**src/rtl/prod_accum.sv**
```systemverilog
// prod_accum
//   Sums blocks of BLOCK_LEN consecutive products coming from the 4-bit
//   sequential multiplier and hands each finished sum downstream with a
//   valid/ready handshake. Together with the multiplier it forms a MAC /
//   dot-product datapath.
//
//   Optional feature: define PROD_ACCUM_SAT_EN to make the accumulator
//   saturate at all-ones on overflow instead of wrapping modulo 2^ACC_W.
//
// Ports
//   clk       rising-edge clock
//   rst_a     synchronous active-high reset
//   start     1-cycle pulse that opens a new block (IDLE, or HOLD with acc_rdy)
//   prod_in   product from the multiplier
//   prod_vld  one new product on prod_in per high cycle
//   acc_out   block sum, valid while acc_vld=1
//   acc_vld   finished sum available
//   acc_rdy   downstream accepts the sum when acc_vld & acc_rdy
//   busy      high while accumulating
//   ovf       sticky carry-out flag for the current block
//   drop      1-cycle pulse: a product arrived in IDLE/HOLD and was ignored

module prod_accum #(
  parameter int PROD_W    = 8,
  parameter int ACC_W     = 16,
  parameter int BLOCK_LEN = 4
) (
  input  logic              clk,
  input  logic              rst_a,
  input  logic              start,
  input  logic [PROD_W-1:0] prod_in,
  input  logic              prod_vld,
  output logic [ACC_W-1:0]  acc_out,
  output logic              acc_vld,
  input  logic              acc_rdy,
  output logic              busy,
  output logic              ovf,
  output logic              drop
);

  localparam int CNT_W = $clog2(BLOCK_LEN + 1);
  localparam logic [CNT_W-1:0] LAST_IDX = CNT_W'(BLOCK_LEN - 1);

  typedef enum logic [1:0] {
    IDLE,
    ACC,
    HOLD
  } state_t;

  state_t           state;
  logic [CNT_W-1:0] count;
  logic [ACC_W:0]   sum;

  // One extra bit on the adder so the carry out of the accumulator is visible.
  always_comb begin
    sum = {1'b0, acc_out} + {{(ACC_W + 1 - PROD_W){1'b0}}, prod_in};
  end

  always_ff @(posedge clk) begin
    if (rst_a) begin
      state   <= IDLE;
      acc_out <= '0;
      acc_vld <= 1'b0;
      busy    <= 1'b0;
      ovf     <= 1'b0;
      drop    <= 1'b0;
      count   <= '0;
    end else begin
      // Products are only consumed while accumulating; flag the rest.
      drop <= prod_vld && (state != ACC);

      case (state)
        IDLE: begin
          if (start) begin
            state   <= ACC;
            busy    <= 1'b1;
            acc_out <= '0;
            count   <= '0;
            ovf     <= 1'b0;
          end
        end

        ACC: begin
          if (prod_vld) begin
`ifdef PROD_ACCUM_SAT_EN
            // Once saturated, stay pinned at all-ones until the next block.
            if (sum[ACC_W] || ovf) begin
              acc_out <= '1;
            end else begin
              acc_out <= sum[ACC_W-1:0];
            end
`else
            acc_out <= sum[ACC_W-1:0];
`endif
            ovf   <= ovf | sum[ACC_W];
            count <= count + CNT_W'(1);
            if (count == LAST_IDX) begin
              state   <= HOLD;
              busy    <= 1'b0;
              acc_vld <= 1'b1;
            end
          end
        end

        HOLD: begin
          // start is only honoured together with the handshake completing.
          if (acc_rdy) begin
            acc_vld <= 1'b0;
            if (start) begin
              state   <= ACC;
              busy    <= 1'b1;
              acc_out <= '0;
              count   <= '0;
              ovf     <= 1'b0;
            end else begin
              state <= IDLE;
            end
          end
        end

        default: begin
          state   <= IDLE;
          busy    <= 1'b0;
          acc_vld <= 1'b0;
        end
      endcase
    end
  end

endmodule
```
**config.mk**
```make
export PLATFORM = sky130hd
export DESIGN_NAME = prod_accum
export DESIGN_NICKNAME = d
export VERILOG_FILES = /design/src/rtl/prod_accum.sv
export SDC_FILE = /design/constraint.sdc
export NUM_CORES = 1
export LEC_CHECK = 0
export CAP_MARGIN = 10
export CORE_UTILIZATION = 44
export DETAILED_ROUTE_END_ITERATION = 8
export PLACE_DENSITY = 0.75
export SLEW_MARGIN = 20
export SYNTH_ARGS = -nofsm -noshare
export SYNTH_HDL_FRONTEND = slang
export SYNTH_SLANG_ARGS = --single-unit
```
**constraint.sdc**
```tcl
create_clock -name clk -period 2.5 [get_ports clk]
set_input_delay 0.75 -clock clk [delete_from_list [all_inputs] [get_ports clk]]
set_output_delay 0.75 -clock clk [all_outputs]
set_load 0.005 [all_outputs]
```
## Word-level counts from Yosys, hierarchy flattened

Cells that the tools add are included.

- Reductions and logical operators: 7
- Bitwise logic cells: 2
- Equal/unequal tests: 8
- Multiplexer cells: 27
- $add $sub $neg: 2

Operators with widths:

| operator | number |
|---|---|
| $mux W16 | 3 |
| $pmux W16 S3 | 1 |
| $add A16 B8 Y17 | 1 |
| $mux W1 | 11 |
| $mux W3 | 3 |
| $pmux W1 S3 | 3 |
| $pmux W3 S3 | 1 |
| $mux W2 | 4 |
| $ne A2 B2 Y1 const B | 4 |
| $reduce_and A4 Y1 | 2 |
| $pmux W2 S3 | 1 |
| $reduce_and A3 Y1 | 2 |
| $add A3 B1 Y3 const B | 1 |
| $eq A3 B2 Y1 const B | 1 |
| $reduce_bool A3 Y1 | 1 |
| $eq A2 B1 Y1 const B | 1 |
| $eq A2 B2 Y1 const B | 1 |
| $logic_not A2 Y1 | 1 |
| $ne A2 B1 Y1 const B | 1 |
| $logic_and A1 B1 Y1 | 1 |
| $not A1 Y1 | 1 |
| $or A1 B1 Y1 | 1 |

- Input bits: 13
- Output and inout bits: 20
- Logic and storage cells: 53
- Flip-flop bits (word level): 25

## Logic depth before layout (Yosys ltp)

Gate-level depths: netlist of run 1.

- Depth in word-level cells: 4
- Depth in mapped cells: 8
- Depth with buffers taken out: 8

## Worst setup path after synthesis of run 1

No wires, ideal clock.

- Path kind: in2reg
- From: in prod_in[0]
- To: reg acc_out[10]
- Arrival: 2.328 ns
- Path slack: 0.102 ns
- Buffers on the path: 0
- Required time: 2.430 ns
- Library setup time: 0.070 ns
- Stages on the path: 8
- Cells stage by stage: ha_1 > inv_1 > fa_1 > nor2b_1 > o31ai_1 > a31o_2 > or4_1 > a21oi_1

- Cells in the longest elaborated chain, start to end: 3

Ends and longest elaborated chain:

| item | RTL line | source |
|---|---|---|
| start: declaration | 31 | `input logic [PROD_W-1:0] prod_in,` |
| $add A16 B8 Y17 | 56 | `sum = {1'b0, acc_out} + {{(ACC_W + 1 - PROD_W){1'b0}}, prod_in};` |
| $mux W16 | 84 | `if (prod_vld) begin` |
| $pmux W16 S3 | 72 | `case (state)` |
| end signal: assignment | 93 | `acc_out <= sum[ACC_W-1:0];` |
| end: declaration | 33 | `output logic [ACC_W-1:0] acc_out,` |

No other way between the ends. The select of a mux whose other input is x is not followed.
A chain may end at the register's enable or synchronous reset.

## Final worst setup path of run 1

- From: in prod_in[6]
- To: reg acc_out[11]

The elaborated chain is that of the path after synthesis.

==> results.md, run 1 <==
Outcome:
- The flow ran to the end, and the final reports show no timing, DRC or antenna violations.

Setup path:
- The worst setup path is of the input port to flop kind.
- The slowest stage of the critical path belongs to the cell or4_4.
- The largest single stage delay on the critical path is 490 ps.
- The critical path buffer and inverter count is 2.
- Among the stages of the critical path, the cell type that occurs most often is a21oi_2.
- Setup slack on the worst reg-to-reg path comes out at 320 ps.
- The worst reg2reg path endpoint is acc_out[10].
- The data required time at the worst endpoint is 2780 ps.
- STA classifies the critical path startpoint as an input port.
- The arrival time of data at the critical path endpoint is 2700 ps.
- The startpoint identified for the worst register-to-register timing path is acc_out[0].
- Measured in cells, the most critical reg-to-reg path has a length of 8.
- The critical path goes through clkdlybuf4s50_1 -> ha_1 -> a21oi_2 -> o211ai_1 -> a21oi_1 -> buf_4 -> or4_4 -> a21oi_2.
- The cell family contributing the most delay on the critical path is buffers and inverters.
- The worst-path maximum fanout is 8.
- The endpoint type of the worst setup path is a flop.

Clocking:
- Hold repair after CTS inserted 0 buffers.
- The TritonCTS buffer count is 3.
- The clock latency on the worst-skew pair is 330 ps.
- After clock tree synthesis, the clock-pin slew on the worst setup and hold paths is 150 ps.
- CTS placed an instance of clkbuf_4 at the clock tree root.
- The clock net in this run drives a total of 25 sinks.
- The number of buffers between clock root and the deepest sink is 2.
- The CTS H-tree depth is 1.
- TritonCTS built the clock tree.

Timing:
- The final-report max-slew violation count was 0.
- The worst-case clock skew is 3.42 ps.
- The final hold slack is 500 ps.
- The number of hold violations in the final report is 0.
- The relative slew slack is 0.688.
- For this run, the top clock speed supported by timing is 0.413 GHz.
- The transition time at the pin with the least slew margin is 465 ps.
- The number of setup violations in the final report is 0.
- The share of the cycle needed by the critical path after routing is 0.968.
- After layout, the minimum clock period comes to 2420 ps.

Floorplanning:
- The effective utilization at floorplan is 0.459.
- The die covers 3380 um2.
- The overall die height is 58.2 um.
- The die span in x is 58.2 um.
- The number of standard-cell rows in the floorplan is 20.
- The standard cell core area is 3030 um2.
- The number of top-level pins is 33.

Synth:
- Of the total synthesized cell area, the portion taken by full adders, half adders and majority gates is 0.105.
- The average instance in the mapped netlist occupies 8.32 um2.
- The part of the Yosys area used for sequential elements is 0.360.
- Counting every net in the synthesized netlist gives 191.
- The number of enable-type register cells in the synthesized netlist is 0.
- Of the total synthesized cell area, the portion taken by AND, OR, NAND and NOR gates is 0.223.
- In the synthesized netlist, the number of instances is 167.
- The portion of synthesized area spent on multiplexers is 0.
- The complex-gate fraction of the synthesized area came to 0.248.
- Of the total synthesized cell area, the portion taken by XOR and XNOR cells is 0.0252.
- Of all flip-flops after synthesis, the portion carrying an async set or reset was 0.
- The synthesis warning total is 0.
- The main combinational cell family by area after synthesis is compound AO/OA/AOI/OAI gates.
- The number of distinct standard cells referenced by the synthesized netlist is 43.
- In the synthesized netlist the dominant register cell turns out to be dfxtp_1.
- In this run, synthesis produced a sequential element count of 25.
- The mapped netlist covers 1390 um2.

Global route:
- The number of antenna violations at the first check in global routing is 0.
- In the global route stage, overall resource usage came out at 0.220.
- The largest net degree at the start of global routing is 20.
- The global-route wire length before repair is 5820 um.
- The number of global-route vias before repair is 1,353.
- The overall overflow remaining after global route is 0.

Detailed routing:
- The number of remaining DRC errors is 0.
- The detailed-router iteration count before antenna repair is 4.
- The total routed wirelength is 3670 um.
- Once detail routing completed, the nets flagged for antenna violations numbered 0.
- Using the TritonRoute via totals, the vias-per-cell ratio works out to 5.47.
- For this block, the initial DRC count from the detailed router was 45.
- In the final routed layout, each cell accounts on average for 14.0 um.
- The via total after detailed routing is 1,432.

Layout:
- Once layout is complete, the utilization of the core stands at 0.667.
- The count of inserted antenna diode cells is 0.
- The layout net count is 243.
- In the final layout, the multi-input gates occupy 928 um2.
- In the final layout, the share of cells above drive strength 1 is 0.211.
- The area growth from synthesis to layout is 45.4%.
- The number of inserted filler cells in the final layout is 276.
- The area taken by flip-flops and latches is 500 um2.

Placement:
- Detailed placement finished with a half-perimeter wire length of 2590 um.
- At the end of routability-driven placement, the weighted congestion stood at 0.823.
- Port buffering added 32 buffers.

Hold path:
- The count of cells along the worst hold path is 2.
- The worst hold path terminates at ovf.
- The source of the worst hold timing path is ovf.
- The path class of the tightest hold or removal check is flop to flop.

Power:
- The total power divided by cell area is 413 nW/um2.
- The static power due to leakage is 0.774 nW.
- The maximum VDD drop is 228 uV.

Run:
- Across the run, the number of max-cap violations was 0.
synth_stat cells (2+ instances only):
cell type	n	area [um2]
a31oi_1	2	12.5
o21a_1	3	22.5
nor2_1	22	82.6
nand2b_1	2	12.5
a21oi_1	24	120
xor2_1	2	17.5
nand3b_1	2	15.0
or4_1	4	30.0
a22oi_1	3	22.5
nand3_1	3	15.0
o211ai_1	2	15.0
nor2b_1	2	12.5
dfxtp_1	25	500
clkbuf_1	3	11.3
ha_1	10	125
xnor2_1	2	17.5
or3_1	2	12.5
a211oi_1	2	15.0
nand2_1	15	56.3
inv_1	6	22.5
o31ai_1	6	45.0
o21ai_0	4	20.0
stage by stage:
step                      setup slack, ps  instance area (um2)  power [mW]  TNS (ps)  cells
after global routing                -16.3                 2020       0.876     -16.3    262
after global placement               -420                 1860       0.622     -2690    254
after floorplan                       102                 1390       0.543         0    167
final                                79.5                 2020       0.834         0    262
after detailed placement             -482                 1860       0.629     -3380    254
after CTS                           -8.56                 1930       0.828     -8.56    260
power breakdown:
group / internal, mW / total, mW / switching [mW]
Combinational: 0.110 / 0.213 / 0.103
Sequential: 0.413 / 0.427 / 0.0133
Clock: 0.0612 / 0.195 / 0.134
Total: 0.585 / 0.834 / 0.249
cells in the final DEF, fill, tap and decap left out, drive strengths merged, types with 3 or more instances in the layout:
cell and count:
nand3 3, or4 4, o21ai 4, dlymetal6s2s 3
clkbuf 3, o31ai 6, nor2 22, a21oi 25
inv 6, dfxtp 25, ha 10, buf 21
o21a 3, nand2 15, a22oi 3, clkdlybuf4s50 27
repair_timing:
action / CTS / global route
gates resized for setup: 9 / 14
endpoints found under the setup margin: 3 / 4
setup buffers: 2 / 2
pin swaps: 7 / 8
cells by family after synthesis:
family,count (synthesis)
XOR/XNOR,4
AO/OA/AOI/OAI,54
buffers and inverters,12
adder cells (fa/ha/maj),11
AND/OR/NAND/NOR,61
flip-flops,25
sequential cells by signal (all words and copies together) (netlist names):
name and flops:
count 3, drop 1, ovf 1, state 2
acc_out 16, acc_vld 1, busy 1
metal layers:
layer / GRT usage / share of wire / up-vias
met5: 0 / 0 / -
met4: 0.0850 / 0.011 / 0
met3: 0.0201 / 0.025 / 6
met2: 0.406 / 0.53 / 27
met1: 0.261 / 0.43 / 691
li1: - / - / 708
final cells by class:
cell class,instances,share of cell area
multi-input cells,130,0.460
flip-flops and latches,25,0.248
repair buffers,53,0.239
well taps,44,0.0273
clock buffers,3,0.0112
inverters,6,0.0112
clock inverters,1,0.00372
worst reg2reg max path, delay by kind of cell, from the launching register on:
family,cells,cell delay [ps]
and+or+nand+nor,2,630
AOI/OAI and AO/OA,3,490
buffers and inverters,1,40
DFF,1,390
adders and majority gates,2,590
how the worst max path moves through the flow:
stage          startpoint          end  slack (ps)  cells past startpoint
2_1_floorplan  prod_in[0]  acc_out[10]         100                      8
3_3_place_gp   prod_in[0]  acc_out[10]        -420                      9
3_5_place_dp   prod_in[0]  acc_out[10]        -480                      9
4_1_cts        prod_in[2]  acc_out[15]          -9                      8
5_1_grt        prod_in[1]  acc_out[15]         -20                      9
6_report       prod_in[6]  acc_out[11]          80                      8
Note: power is estimated with default switching activity, not from simulation.
==> inputs of run 2 (changes only) <==
--- a/config.mk
+++ b/config.mk
@@ -6,9 +6,10 @@
 export NUM_CORES = 1
 export LEC_CHECK = 0
 export CAP_MARGIN = 10
-export CORE_UTILIZATION = 44
+export CORE_UTILIZATION = 45
+export CTS_BUF_LIST = sky130_fd_sc_hd__clkbuf_8
 export DETAILED_ROUTE_END_ITERATION = 8
-export PLACE_DENSITY = 0.75
+export PLACE_DENSITY = 0.76
 export SLEW_MARGIN = 20
 export SYNTH_ARGS = -nofsm -noshare
 export SYNTH_HDL_FRONTEND = slang
==> results.md, run 2 (synthesized netlist as in run 1, its figures left out) <==
Floorplanning:
- The die span in x is 57.6 um (-1.1%).
- The effective utilization at floorplan is 0.491 (+0.0323).
- The standard cell core area is 2830 um2 (-6.6%).
- The overall die height was 57.6 um (-1.1%).
- The number of top-level pins is 33 (unchanged).
- The die area is 3310 um2 (-2.1%).
- The number of standard-cell rows in the floorplan is 19 (-5.0%).

Clocking:
- The tree is rooted in a clkbuf_8.
- The clock input transition at the sequential cells of the worst setup and hold paths is 90 ps (-60 ps).
- The CTS sink count is 25 (unchanged).
- The number of buffers between clock root and the deepest sink was 2 (unchanged).
- The CTS tree is built.
- The total of hold buffers inserted after clock tree synthesis is 0 (unchanged).
- The CTS H-tree depth is 1 (unchanged).
- The clock latency on the worst-skew pair is 270 ps (-60 ps).
- The TritonCTS buffer count is 3 (unchanged).

Detailed routing:
- The met2 layer wire length in the routed design is 1810 um (-7.0%).
- The wire length the detailed router placed on met1 came to 1560 um (-1.8%).
- The post-detailed-route wirelength per cell is 13.8 um (-1.5%).
- The via density per instance was 5.66 (+3.5%).
- The DRC violation total after the first TritonRoute iteration is 45 (unchanged).
- The post-route antenna net violation count is 0 (unchanged).
- Signal routing reaches up to met4.
- The number of remaining DRC errors is 2 (+2).
- The met3 layer wire length in the routed design is 146 um (+59%).
- The detailed-router iteration count before antenna repair is 6 (+2).
- The via total after detailed routing is 1,454 (+1.5%).
- The total routed wirelength is 3550 um (-3.4%).

Hold path:
- The classification of the worst-slack hold path is flop to flop.

Power:
- The total power divided by cell area was 435 nW/um2 (+5.4%).
- The switching part of the total power is 0.280 (-0.0190).
- The power share of the combinational group was 0.243 (-0.012).
- The clock network power share is 0.278 (+0.045).
- The sequential cell fraction of total power is 0.478 (-0.033).
- The design internal power is 0.642 mW (+9.8%).
- The maximum VDD drop came to 407 uV (+78%).
- The switching power is 0.250 mW (about the same).
- The static power due to leakage was 0.817 nW (+5.5%).

Setup path:
- The data required time at the worst endpoint is 2710 ps (-70 ps).
- The arrival time of data at the critical path endpoint is 2670 ps (-30 ps).
- The endpoint type of the worst setup path is a flop.
- The critical path in this run is classified as input port to flop.
- The nature of the critical path startpoint is an input port.
- The worst-path maximum fanout is 7 (-1).
- The worst setup slack for register-to-register paths was 360 ps (+40 ps).

Layout:
- In the layout the commonest cells are buf_4, clkdlybuf4s50_1, dfxtp_1.
- The share of final-layout standard cells stronger than drive strength 1 is 0.230 (+0.0191).
- The count of inserted antenna diode cells is 0 (unchanged).
- The layout net count came to 251 (+3.3%).
- The largest registers in the layout are acc_out (16), count (3), state (2).
- Relative to the synthesized area, the layout overhead comes to 47.4%.
- Leaving out fill and tap cells, the most frequent cell in the layout is buf_4.
- The final cell count without fillers is 257 (-1.9%).
- The number of flip-flops under the largest register name is 16 (unchanged).
- More flip-flops sit in one register than any other, and that register is acc_out.

Timing:
- The final hold slack is 479 ps (-21.6 ps).
- The number of setup violations in the final report was 0 (unchanged).
- The final-report max-slew violation count was 0 (unchanged).
- The transition time at the pin with the least slew margin is 412 ps (-52.7 ps).
- The upper clock frequency limit is 0.407 GHz (-1.6%).
- The relative slew slack is 0.723 (+0.0353).
- The worst-case clock skew came to 1.19 ps (-2.23 ps).
- The post-route minimum period was 2460 ps (+38.8 ps).
- The share of the cycle needed by the critical path after routing is 0.984 (+0.0155).
- Setup repair after global routing left no endpoint under its margin.
- The number of hold violations in the final report is 0 (unchanged).

Global route:
- The global-route wire length before repair came to 5810 um (-0.24%).
- The overall overflow remaining after global route was 0 (unchanged).
- The largest net degree at the start of global routing is 17 (-15%).
- The number of antenna violations at the first check in global routing came to 0 (unchanged).
- The number of global-route vias before repair is 1,371 (+1.3%).
- The global-route total usage across every layer is 0.221 (+0.00102).

Placement:
- The number of placed cells counting well taps is 245 (-3.5%).
- The number of port buffers was 32 (unchanged).
- The half-perimeter wire length of the detailed placement result was 2550 um (-1.4%).
- The final estimated routing congestion in global placement is 0.831 (+1.0%).

Outcome:
- The final reports fail on DRC.
- The run finished, with violations left.

Run:
- The number of max-cap violations is 0 (unchanged).
## run 2: what timing repair did
action	4_1_cts	5_1_grt
gates resized for setup	14	6
pin swaps	10	13
hold endpoints to repair	0	0
buffers inserted	6	2
endpoints found under the setup margin	8	3
## run 2: area by class of cell
type                            count  area, um2
Tap cell                           31       38.8
Inverter                            6       22.5
Sequential cell                    25        500
Timing Repair Buffer               61        542
Clock inverter                      1       7.51
Clock buffer                        3       41.3
Multi-Input combinational cell    130        895
Fill cell                         202        782
## run 2: power groups by stage
| stage | clock network, mW | registers, mW | logic, mW |
|---|---|---|---|
| 2_1_floorplan | 0 | 0.433 | 0.110 |
| 3_5_place_dp | 0 | 0.434 | 0.200 |
| 5_1_grt | 0.271 | 0.428 | 0.235 |
| 6_report | 0.248 | 0.426 | 0.217 |
| 4_1_cts | 0.252 | 0.426 | 0.210 |
| 3_3_place_gp | 0 | 0.433 | 0.195 |
## run 2: through the flow
step / TNS (ps) / setup slack, ps / cell area (um2) / total power, mW / util
2_1_floorplan: 0 / 102 / 1390 / 0.543 / -
3_3_place_gp: -2960 / -399 / 1870 / 0.628 / 0.663
3_5_place_dp: -3580 / -473 / 1870 / 0.634 / 0.663
4_1_cts: 0 / 1.34 / 2000 / 0.888 / 0.709
5_1_grt: 0 / 0.661 / 2050 / 0.934 / 0.724
6_report: 0 / 40.7 / 2050 / 0.891 / 0.724
## run 2: critical path, stage by stage
cell and delay, ps:
clkdlybuf4s50_1 420, ha_1 350, a21boi_1 210, a21oi_1 90
buf_4 170, or4_4 510, a21oi_2 150
## run 2: final timing paths
path / start / endpoint / depth (start not counted)
worst max-delay path: prod_in[7] / acc_out[15] / 7
worst min-delay path: acc_out[3] / acc_out[3] / 2
worst max register to register: acc_out[0] / acc_out[10] / 8
worst min register to register: acc_out[3] / acc_out[3] / 2
## run 2: layer usage
layer / global-route usage / up-vias
met1: 0.265 / 689
li1: - / 724
met2: 0.410 / 37
met3: 0.0408 / 4
met5: 0 / -
met4: 0.0383 / 0
